[config.mk]
export PLATFORM = sky130hd
export DESIGN_NAME = mem32_initiator
export DESIGN_NICKNAME = d
export VERILOG_FILES = /design/src/rtl/mem32_pkg.sv /design/src/rtl/mem32_rsp_fifo.sv /design/src/rtl/mem32_initiator.sv
export SDC_FILE = /design/constraint.sdc
export NUM_CORES = 1
export LEC_CHECK = 0
export ABC_CLOCK_PERIOD_IN_PS = 2300
export BUFFER_PORTS_ARGS = -buffer_cell sky130_fd_sc_hd__buf_2
export CORE_MARGIN = 8
export CORE_UTILIZATION = 42
export CTS_CLUSTER_SIZE = 24
export DETAILED_ROUTE_END_ITERATION = 12
export PLACE_DENSITY_LB_ADDON = 0.25
export SKIP_CTS_REPAIR_TIMING = 1
export SYNTH_ARGS = -nofsm -noshare
export SYNTH_HDL_FRONTEND = slang
export SYNTH_SLANG_ARGS = --single-unit
[constraint.sdc]
create_clock -name clk -period 2.3 [get_ports clk]
set_input_delay 0.345 -clock clk [delete_from_list [all_inputs] [get_ports clk]]
set_output_delay 0.345 -clock clk [all_outputs]
set_load 0.01 [all_outputs]
[src/rtl/mem32_pkg.sv]
// Shared widths and bundle types for the mem32 initiator.
// WORD_W/ADDR_W must match the 32x64k memory macro.
package mem32_pkg;

  localparam int WORD_W = 32;
  localparam int ADDR_W = 16;

  typedef struct packed {
    logic              is_wr;
    logic [WORD_W-1:0] rdata;
  } rsp_t;

  typedef struct packed {
    logic              we;
    logic [ADDR_W-1:0] addr;
    logic [WORD_W-1:0] wdata;
  } req_t;

endpackage

[src/rtl/mem32_rsp_fifo.sv]
// Generic in-order response FIFO with occupancy count.
// DEPTH must be >= 2 and a power of two.
module mem32_rsp_fifo #(
  parameter int W     = 33,
  parameter int DEPTH = 2
) (
  input  logic                       clk,
  input  logic                       rst_n,
  input  logic                       push,
  input  logic [W-1:0]               wdata,
  input  logic                       pop,
  output logic [W-1:0]               rdata,
  output logic [$clog2(DEPTH):0]     count
);

  localparam int AW = $clog2(DEPTH);
  localparam logic [AW:0] FULL = (AW+1)'(DEPTH);

  logic [W-1:0]  mem [DEPTH];
  logic [AW-1:0] wp;
  logic [AW-1:0] rp;

  always_ff @(posedge clk or negedge rst_n) begin
    if (!rst_n) begin
      wp    <= '0;
      rp    <= '0;
      count <= '0;
    end else begin
      if (push) wp <= wp + 1'b1;
      if (pop)  rp <= rp + 1'b1;
      unique case ({push, pop})
        2'b10:   count <= count + 1'b1;
        2'b01:   count <= count - 1'b1;
        default: count <= count;
      endcase
    end
  end

  // Storage needs no reset: head is only observed when count != 0.
  always_ff @(posedge clk) begin
    if (push) mem[wp] <= wdata;
  end

  assign rdata = mem[rp];

  a_no_overflow: assert property (
    @(posedge clk) disable iff (!rst_n) !(push && count == FULL)
  );

endmodule

[src/rtl/mem32_initiator.sv]
// Valid/ready initiator for the 32x64k single-port sync memory.
// `define MEM32_INITIATOR_WRITE_ACK_EN to return write acks in order.
module mem32_initiator
  import mem32_pkg::*;
#(
  parameter int WORD      = WORD_W,
  parameter int ADDR      = ADDR_W,
  parameter int RSP_DEPTH = 2
) (
  input  logic            clk,
  input  logic            rst_n,
  input  logic            req_valid,
  output logic            req_ready,
  input  logic            req_we,
  input  logic [ADDR-1:0] req_addr,
  input  logic [WORD-1:0] req_wdata,
  output logic            rsp_valid,
  input  logic            rsp_ready,
  output logic [WORD-1:0] rsp_rdata,
  output logic            rsp_is_wr,
  output logic [ADDR-1:0] mem_A,
  output logic            mem_W,
  output logic [WORD-1:0] mem_D,
  input  logic [WORD-1:0] mem_Q
);

  localparam int CW = $clog2(RSP_DEPTH) + 1;
  localparam logic [CW:0] DEPTH_V = (CW+1)'(RSP_DEPTH);

  req_t          req;
  rsp_t          push_rsp;
  rsp_t          head;
  logic [CW-1:0] count;
  logic [CW:0]   used;
  logic          ready_en;
  logic          inflight;
  logic          inflight_wr;
  logic          credit_ok;
  logic          accept;
  logic          issue;
  logic          pop;

  assign req = '{we: req_we, addr: req_addr, wdata: req_wdata};

  assign pop    = rsp_valid & rsp_ready;
  assign used   = {1'b0, count}
                + {{CW{1'b0}}, inflight}
                - {{CW{1'b0}}, pop};
  assign credit_ok = used < DEPTH_V;
  assign accept = req_valid & req_ready;

`ifdef MEM32_INITIATOR_WRITE_ACK_EN
  assign req_ready = ready_en & credit_ok;
  assign issue     = accept;
`else
  assign req_ready = ready_en & (req_we | credit_ok);
  assign issue     = accept & ~req_we;
`endif

  assign mem_A = req.addr;
  assign mem_D = req.wdata;
  assign mem_W = accept & req.we;

  // One issue per edge, so the in-flight flag simply tracks last edge.
  always_ff @(posedge clk or negedge rst_n) begin
    if (!rst_n) begin
      ready_en    <= 1'b0;
      inflight    <= 1'b0;
      inflight_wr <= 1'b0;
    end else begin
      ready_en    <= 1'b1;
      inflight    <= issue;
      inflight_wr <= issue & req_we;
    end
  end

  assign push_rsp.is_wr = inflight_wr;
  assign push_rsp.rdata = inflight_wr ? '0 : mem_Q;

  mem32_rsp_fifo #(
    .W     ($bits(rsp_t)),
    .DEPTH (RSP_DEPTH)
  ) u_fifo (
    .clk   (clk),
    .rst_n (rst_n),
    .push  (inflight),
    .wdata (push_rsp),
    .pop   (pop),
    .rdata (head),
    .count (count)
  );

  assign rsp_valid = count != '0;
  assign rsp_rdata = rsp_valid ? head.rdata : '0;
  assign rsp_is_wr = rsp_valid & head.is_wr;

endmodule

==> impl_metrics.tcl, run 1 <==
set metrics [dict create \
    timing.fmax_mhz 391 \
    register_area_sq_um 2160 \
    post_synth_instance_area_sq_um 3430 \
    worstSetupStartpointType "flip-flop" \
    run_status "finished, violations left" \
    period_share 1.11 \
    number_of_vias_after_detailed_routing 1865 \
    pwr-share-seq 0.402 \
    fp-row-count 33 \
    grt_use_total 0.118 \
    starting_utilization_of_the_core_area 0.425 \
    critical_path.reg2reg.startpoint "u_fifo.count[0]" \
    max_cap_violations 0 \
    insertion_delay_ns 0.34 \
    reg2reg_setup_slack_ns 0.41 \
    worst_hold_path.num_cells 2 \
    final_max_slew_viol_count 0 \
    floorplan.io_pins 169 \
    sw_frac_of_total 0.334 \
    arrival_ns 2.21 \
    die_w_microns 106 \
    timing_worst_setup_path_type "reg2out" \
    synth.net_count 343 \
    first_drt_pass_iteration_count 4 \
    max-vdd-ir-drop_uv 533 \
    grt_pass1_wl_microns 10200 \
    drive_gt1_frac 0.361 \
    worst-path-max-fanout 3 \
    area_of_the_multi_input_gates_sq_um 868 \
    initial_antenna_violation_count 0 \
    fin_ws_ns -0.259 \
    preCtsSetupSlack_ns 0.0295 \
    n_antenna_cell 0 \
    maximum_number_of_pins_on_one_net_before_global_route_repair 34 \
    wire_per_inst_microns 16.7 \
    power.share.combinational 0.363 \
    synthesis_warnings 0 \
    slew_headroom 0.583 \
    leakagePower_nw 1.57 \
    drt-vias-per-instance 4.67 \
    path_clk_slew_ns 0.07 \
    power.switching_mw 1.39 \
    crit_path_max_incr_delay_ns 0.53 \
    globalRoute.totalOverflow 0 \
    tritoncts "built" \
    violations "negative setup slack" \
    place.detailed.hpwl_microns 4460 \
    placedInstanceArea_sq_um 3630 \
    timing.final.setup_violations 1 \
    power.clock.fraction 0.235 \
    worstSetupEndpointType "primary output" \
    synthesized_flop_and_latch_total 73 \
    cpLargestDelayFamily "adder cells" \
    critical_path.slowest_cell "sky130_fd_sc_hd__fa_2" \
    cts_root_buffer "sky130_fd_sc_hd__clkbuf_8" \
    ys_seq_area_frac 0.630 \
    period_needed_ns 2.56 \
    final_antenna_net_count 0 \
    power.internal_mw 2.77 \
    worst-path-buf-inv 2 \
    final_core_util 0.478 \
    cts_sinks 73 \
    synth_cell_type_count 24 \
    timing.setup.tns_ns -0.259 \
    timing.critical_path.depth 9 \
    crit_chain "nor2_4 > inv_2 > and2_4 > ha_4 > nand2b_4 > fa_2 > a21oi_1 > nor2b_1 > buf_2" \
    gp_congestion 0.659 \
    worstHoldStart "req_we" \
    rsz0062_at_grt "true" \
    number_of_global_route_vias_before_repair 2020 \
    timing.critical_path.required_ns 1.96 \
    drt-total-wl_microns 6640 \
    ff2ff_path_depth 8 \
    synth_cells 255 \
    cts_buffers 9 \
    final-hold-violation-count 0 \
    hold_path_end "inflight" \
    cts.path.max_buffers 2 \
    worst_pin_slew_ns 0.626 \
    crit-reg2reg-capture "inflight" \
    worst_clock_skew_ns 0.00745 \
    syn_area_per_cell_sq_um 13.4 \
    die-area_sq_um 11300 \
    area_growth_syn_to_layout_pct 12.3 \
    hold_path.class "in2reg" \
    detail_route.iter0.violations 46 \
    io_buffer_count 72 \
    chipHeight_microns 106 \
    coreArea_sq_um 8050 \
    fillers 764 \
    stdcell_area_sq_um 3850 \
    hold_slack_ns 0.189 \
    drc 0 \
    layout.nets 377 \
    power_density_nw_per_um2 1080 \
    critical_path.startpoint "u_fifo.count[0]" \
    count_of_h_tree_levels_built_during_cts 3 \
]
## worst max-delay path by stage
stage                           end  slack (ns)
after floorplan           req_ready       -0.01
after global placement    req_ready        0.07
after detailed placement  req_ready        0.03
after CTS                 req_ready       -0.35
after global routing      req_ready       -0.36
final                     req_ready       -0.26
## cells in the mapped netlist, drive strengths merged
master | instances | area [sq um]
nor3 | 1 | 5.00
nand2b | 1 | 6.26
buf | 55 | 417
and2 | 2 | 15.0
and3 | 1 | 6.26
mux2i | 33 | 330
nand2 | 2 | 7.51
inv | 3 | 11.3
ha | 2 | 25.0
xnor2 | 3 | 26.3
edfxtp | 66 | 1980
fa | 1 | 20.0
nor2 | 36 | 143
conb | 2 | 7.51
xor2 | 3 | 26.3
dfrtp | 7 | 175
nor2b | 33 | 206
clkbuf | 3 | 11.3
a21oi | 1 | 5.00
## cell type report
class	count	area share
clock buffer	10	0.0332
clock inverter	6	0.0176
inverter	3	0.00293
multi-input combinational	121	0.226
sequential	73	0.561
tap	105	0.0342
timing repair buffer	81	0.125
## logic make-up (layout without fill, tap and decap cells)
logic type      after synthesis  after routing  share of synthesized area
flops                        73             73                      0.630
buf+inv                      61            100                      0.128
simple gates                 76             76                      0.114
xor+xnor                      6              6                     0.0153
compound gates                1              1                    0.00146
other cells                   2              2                    0.00219
fa+ha+maj                     3              3                     0.0131
mux                          33             33                     0.0964
## registers in the layout, indices dropped and copies added (netlist names)
register	cells
u_fifo.mem	66
u_fifo.count	2
inflight	1
inflight_wr	1
ready_en	1
u_fifo.rp	1
u_fifo.wp	1
## per-layer routing
layer	track usage	wire [microns]	up-vias
met5	0	0	-
met4	0.0935	325	0
met3	0.0544	578	34
met2	0.184	3070	81
met1	0.120	2670	869
li1	-	-	881
## cells in the final DEF (no fill, tap or decap), drive strengths merged, types with 2 or more instances in the layout
cell      synthesis  layout
and2              2       2
buf              55      80
clkbuf            3      10
clkinv            0       2
clkinvlp          0       2
conb              2       2
dfrtp             7       7
edfxtp           66      66
ha                2       2
inv               3       4
mux2i            33      33
nand2             2       2
nor2             36      36
nor2b            33      33
xnor2             3       3
xor2              3       3
## power by group through the flow
| stage | Combinational [mW] | Clock (mW) | Sequential, mW |
|---|---|---|---|
| floorplan | 1.11 | 0 | 1.66 |
| detailed placement | 1.54 | 0 | 1.70 |
| finish | 1.51 | 0.976 | 1.67 |
| CTS | 1.54 | 1.01 | 1.68 |
| global placement | 1.52 | 0 | 1.70 |
| global route | 1.67 | 1.06 | 1.68 |
## metrics by stage
step	instances	total power, mW
after floorplan	255	2.78
after global placement	381	3.22
after detailed placement	381	3.24
after CTS	397	4.23
after global routing	399	4.41
final	399	4.16
(Power assumes the default switching activity.)
==> run 2, diff against run 1 <==
- CORE_UTILIZATION: 42 -> 43
- SYNTH_HIERARCHICAL: default -> 1
==> run 2 against run 1 <==
Compared with the run above: largest cell class unchanged; highest routed layer unchanged; first-iteration DRC count rose by 50%; the flow still finishes with violations (negative setup slack); sequential cell count is the same; final cell count up 2.0%; via count up 0.86%; critical path depth decreased by 1.
==> impl_metrics.tcl, run 2 <==
set metrics [dict create \
    pwr-share-seq 0.372 \
    synth.most_common_cell "sky130_fd_sc_hd__edfxtp_1" \
    layout.cells.non_filler 407 \
    timing.fmax_mhz 404 \
    count_of_h_tree_levels_built_during_cts 3 \
    insertion_delay_ns 0.34 \
    detail_route.iter0.violations 69 \
    crit-reg2reg-capture "inflight" \
    synthArstFlopShare 0.0959 \
    share_of_yosys_cell_area_claimed_by_the_top_area_cell_type 0.532 \
    largest_reg_flops 66 \
    ff2ff_path_depth 7 \
    max_cap_violations 0 \
    final_max_slew_viol_count 0 \
    ys_seq_area_frac 0.579 \
    fillers 765 \
    worst_hold_path.num_cells 2 \
    timing_worst_setup_path_type "reg2out" \
    fin_ws_ns -0.173 \
    synth_cells 257 \
    dominantRegCellSynth "sky130_fd_sc_hd__edfxtp_1" \
    drive_gt1_frac 0.468 \
    largest_register "u_fifo/mem" \
    cpLargestDelayFamily "adder cells" \
    area_of_the_multi_input_gates_sq_um 1140 \
    area_growth_syn_to_layout_pct 11.4 \
    stdcell_area_sq_um 4150 \
    synth.net_count 345 \
    timing.setup.tns_ns -0.173 \
    synth_cell_type_count 25 \
    sw_frac_of_total 0.308 \
    worstSetupEndpointType "primary output" \
    die_w_microns 109 \
    gp_congestion 0.672 \
    leakagePower_nw 1.73 \
    cts_sinks 73 \
    hold_slack_ns 0.200 \
    largest_family_of_logic_cells_by_synthesized_area "simple AND/OR/NAND/NOR gates" \
    routed-wl-met2_microns 3140 \
    run_status "finished, violations left" \
    cts.path.max_buffers 2 \
    timing.critical_path.required_ns 1.96 \
    critical_path.reg2reg.startpoint "u_fifo/count[0]" \
    tritoncts "built" \
    power_density_nw_per_um2 1100 \
    coreArea_sq_um 8550 \
    final_antenna_net_count 0 \
    post_synth_instance_area_sq_um 3720 \
    n_antenna_cell 0 \
    worst_clock_skew_ns 0.00703 \
    timing.final.setup_violations 1 \
    total_power_consumption_mw 4.58 \
    final-hold-violation-count 0 \
    wirelength_met1_microns 2460 \
    cts_buffers 9 \
    globalRoute.totalOverflow 0 \
    initial_antenna_violation_count 0 \
    register_area_sq_um 2160 \
    adder_cell_area_share_of_the_yosys_netlist 0.0121 \
    rsz0062_at_grt "true" \
    preCtsSetupSlack_ns -0.0125 \
    yosys-top-cells-area "sky130_fd_sc_hd__edfxtp_1, sky130_fd_sc_hd__mux2_4, sky130_fd_sc_hd__buf_4" \
    number_of_vias_after_detailed_routing 1881 \
    reg2reg_setup_slack_ns 0.41 \
    max-vdd-ir-drop_uv 763 \
    synthSimpleGateAreaFrac 0.134 \
    synthMuxAreaShare 0.129 \
    grt_use_total 0.109 \
    first_drt_pass_iteration_count 4 \
    crit_path_max_incr_delay_ns 0.47 \
    place.detailed.instances 388 \
    placedInstanceArea_sq_um 3860 \
    wl_met3_microns 517 \
    drc 0 \
    maximum_number_of_pins_on_one_net_before_global_route_repair 35 \
    io_buffer_count 72 \
    grt_pass1_wl_microns 9830 \
    final_core_util 0.485 \
    layout.cells.most_common "sky130_fd_sc_hd__buf_2" \
    wire_per_inst_microns 15.3 \
    synth_compound_gate_area_share 0.00134 \
    critical_path.slowest_cell "sky130_fd_sc_hd__fa_1" \
    chipHeight_microns 109 \
    fp-row-count 34 \
    power.clock.fraction 0.233 \
    reg_top3 "u_fifo/mem x66, u_fifo/count x2" \
    period_needed_ns 2.47 \
    synth-xor-area-share 0.0141 \
    routed.top_layer "met4" \
    worstHoldStart "req_we" \
    synth_enable_flop_cells 66 \
    worst-path-buf-inv 1 \
    violations "negative setup slack" \
    slew_headroom 0.618 \
    starting_utilization_of_the_core_area 0.435 \
    path_clk_slew_ns 0.07 \
    crit_chain "nor2_4 > nor2b_4 > ha_4 > nor2b_4 > fa_1 > nand2b_4 > o21ai_2 > buf_2" \
    worst-path-max-fanout 2 \
    synthesized_flop_and_latch_total 73 \
    worstSetupStartpointType "flip-flop" \
    layout.nets 382 \
    arrival_ns 2.13 \
    synthesis_warnings 6 \
    synthDominantAreaCellType "sky130_fd_sc_hd__edfxtp_1" \
    hold_path_end "inflight" \
    period_share 1.08 \
    worst_pin_slew_ns 0.571 \
    place.detailed.hpwl_microns 4310 \
    power.internal_mw 3.17 \
    crit_top_cell "sky130_fd_sc_hd__nor2b_4" \
    syn_area_per_cell_sq_um 14.5 \
    layout_common_cells "sky130_fd_sc_hd__buf_2, sky130_fd_sc_hd__edfxtp_1, sky130_fd_sc_hd__nor2b_1, sky130_fd_sc_hd__mux2_4, sky130_fd_sc_hd__and2b_1" \
    cts_root_buffer "sky130_fd_sc_hd__clkbuf_8" \
    power.switching_mw 1.41 \
    power.share.combinational 0.395 \
    number_of_global_route_vias_before_repair 2082 \
    drt-vias-per-instance 4.62 \
    die-area_sq_um 11900 \
    floorplan.io_pins 169 \
    synth_cell_count_leaders "sky130_fd_sc_hd__edfxtp_1, sky130_fd_sc_hd__nor2b_1, sky130_fd_sc_hd__buf_4" \
    hold_path.class "in2reg" \
    drt-total-wl_microns 6250 \
]
==> run 2: changes by cell type in the layout (fill, tap and decap cells not counted), moves of 2 or more <==
cell | before | now
sky130_fd_sc_hd__nor2_1 | 34 | 1
sky130_fd_sc_hd__nor2b_1 | 33 | 47
sky130_fd_sc_hd__mux2_4 | 0 | 29
sky130_fd_sc_hd__mux2i_1 | 33 | 0
sky130_fd_sc_hd__inv_1 | 2 | 5
sky130_fd_sc_hd__mux2_2 | 0 | 4
sky130_fd_sc_hd__buf_4 | 4 | 9
sky130_fd_sc_hd__and2b_1 | 0 | 18
sky130_fd_sc_hd__buf_12 | 4 | 2
sky130_fd_sc_hd__nor2b_4 | 0 | 2
==> run 2: kinds of logic after synthesis <==
| group | Yosys count |
|---|---|
| mux | 33 |
| simple gates | 76 |
| other cells | 2 |
| compound gates | 1 |
| fa+ha+maj | 3 |
| flops | 73 |
| xor+xnor | 6 |
| buf+inv | 63 |
==> run 2: power by group through the flow <==
stage	sequential, mW	clock, mW	combinational, mW
floorplan	1.67	0	1.36
global placement	1.73	0	1.71
detailed placement	1.74	0	1.72
CTS	1.71	1.09	1.73
global route	1.72	1.15	1.97
finish	1.70	1.07	1.81
==> run 2: worst max path at each step <==
| stage | from | endpoint | slack [ns] | cells after the start |
|---|---|---|---|---|
| 2_1_floorplan | inflight | u_fifo/mem[0][0] | 0.04 | 2 |
| 3_3_place_gp | rsp_ready | req_ready | 0.02 | 8 |
| 4_1_cts | u_fifo/count[1] | req_ready | -0.39 | 8 |
| 5_1_grt | u_fifo/count[0] | req_ready | -0.26 | 8 |
| 6_report | u_fifo/count[0] | req_ready | -0.17 | 8 |
| 3_5_place_dp | rsp_ready | req_ready | -0.01 | 8 |
==> run 2: final cells by class <==
cell class	count	share of cell area
Multi-Input combinational cell	121	0.276
Sequential cell	73	0.521
Tap cell	108	0.0326
Inverter	5	0.00453
Clock buffer	11	0.0317
Timing Repair Buffer	84	0.115
Clock inverter	5	0.0193
==> run 2: per-layer routing <==
| layer | global-route usage | up-vias |
|---|---|---|
| met4 | 0.0655 | 0 |
| met1 | 0.113 | 900 |
| met2 | 0.183 | 76 |
| li1 | - | 890 |
| met3 | 0.0431 | 15 |
| met5 | 0 | - |
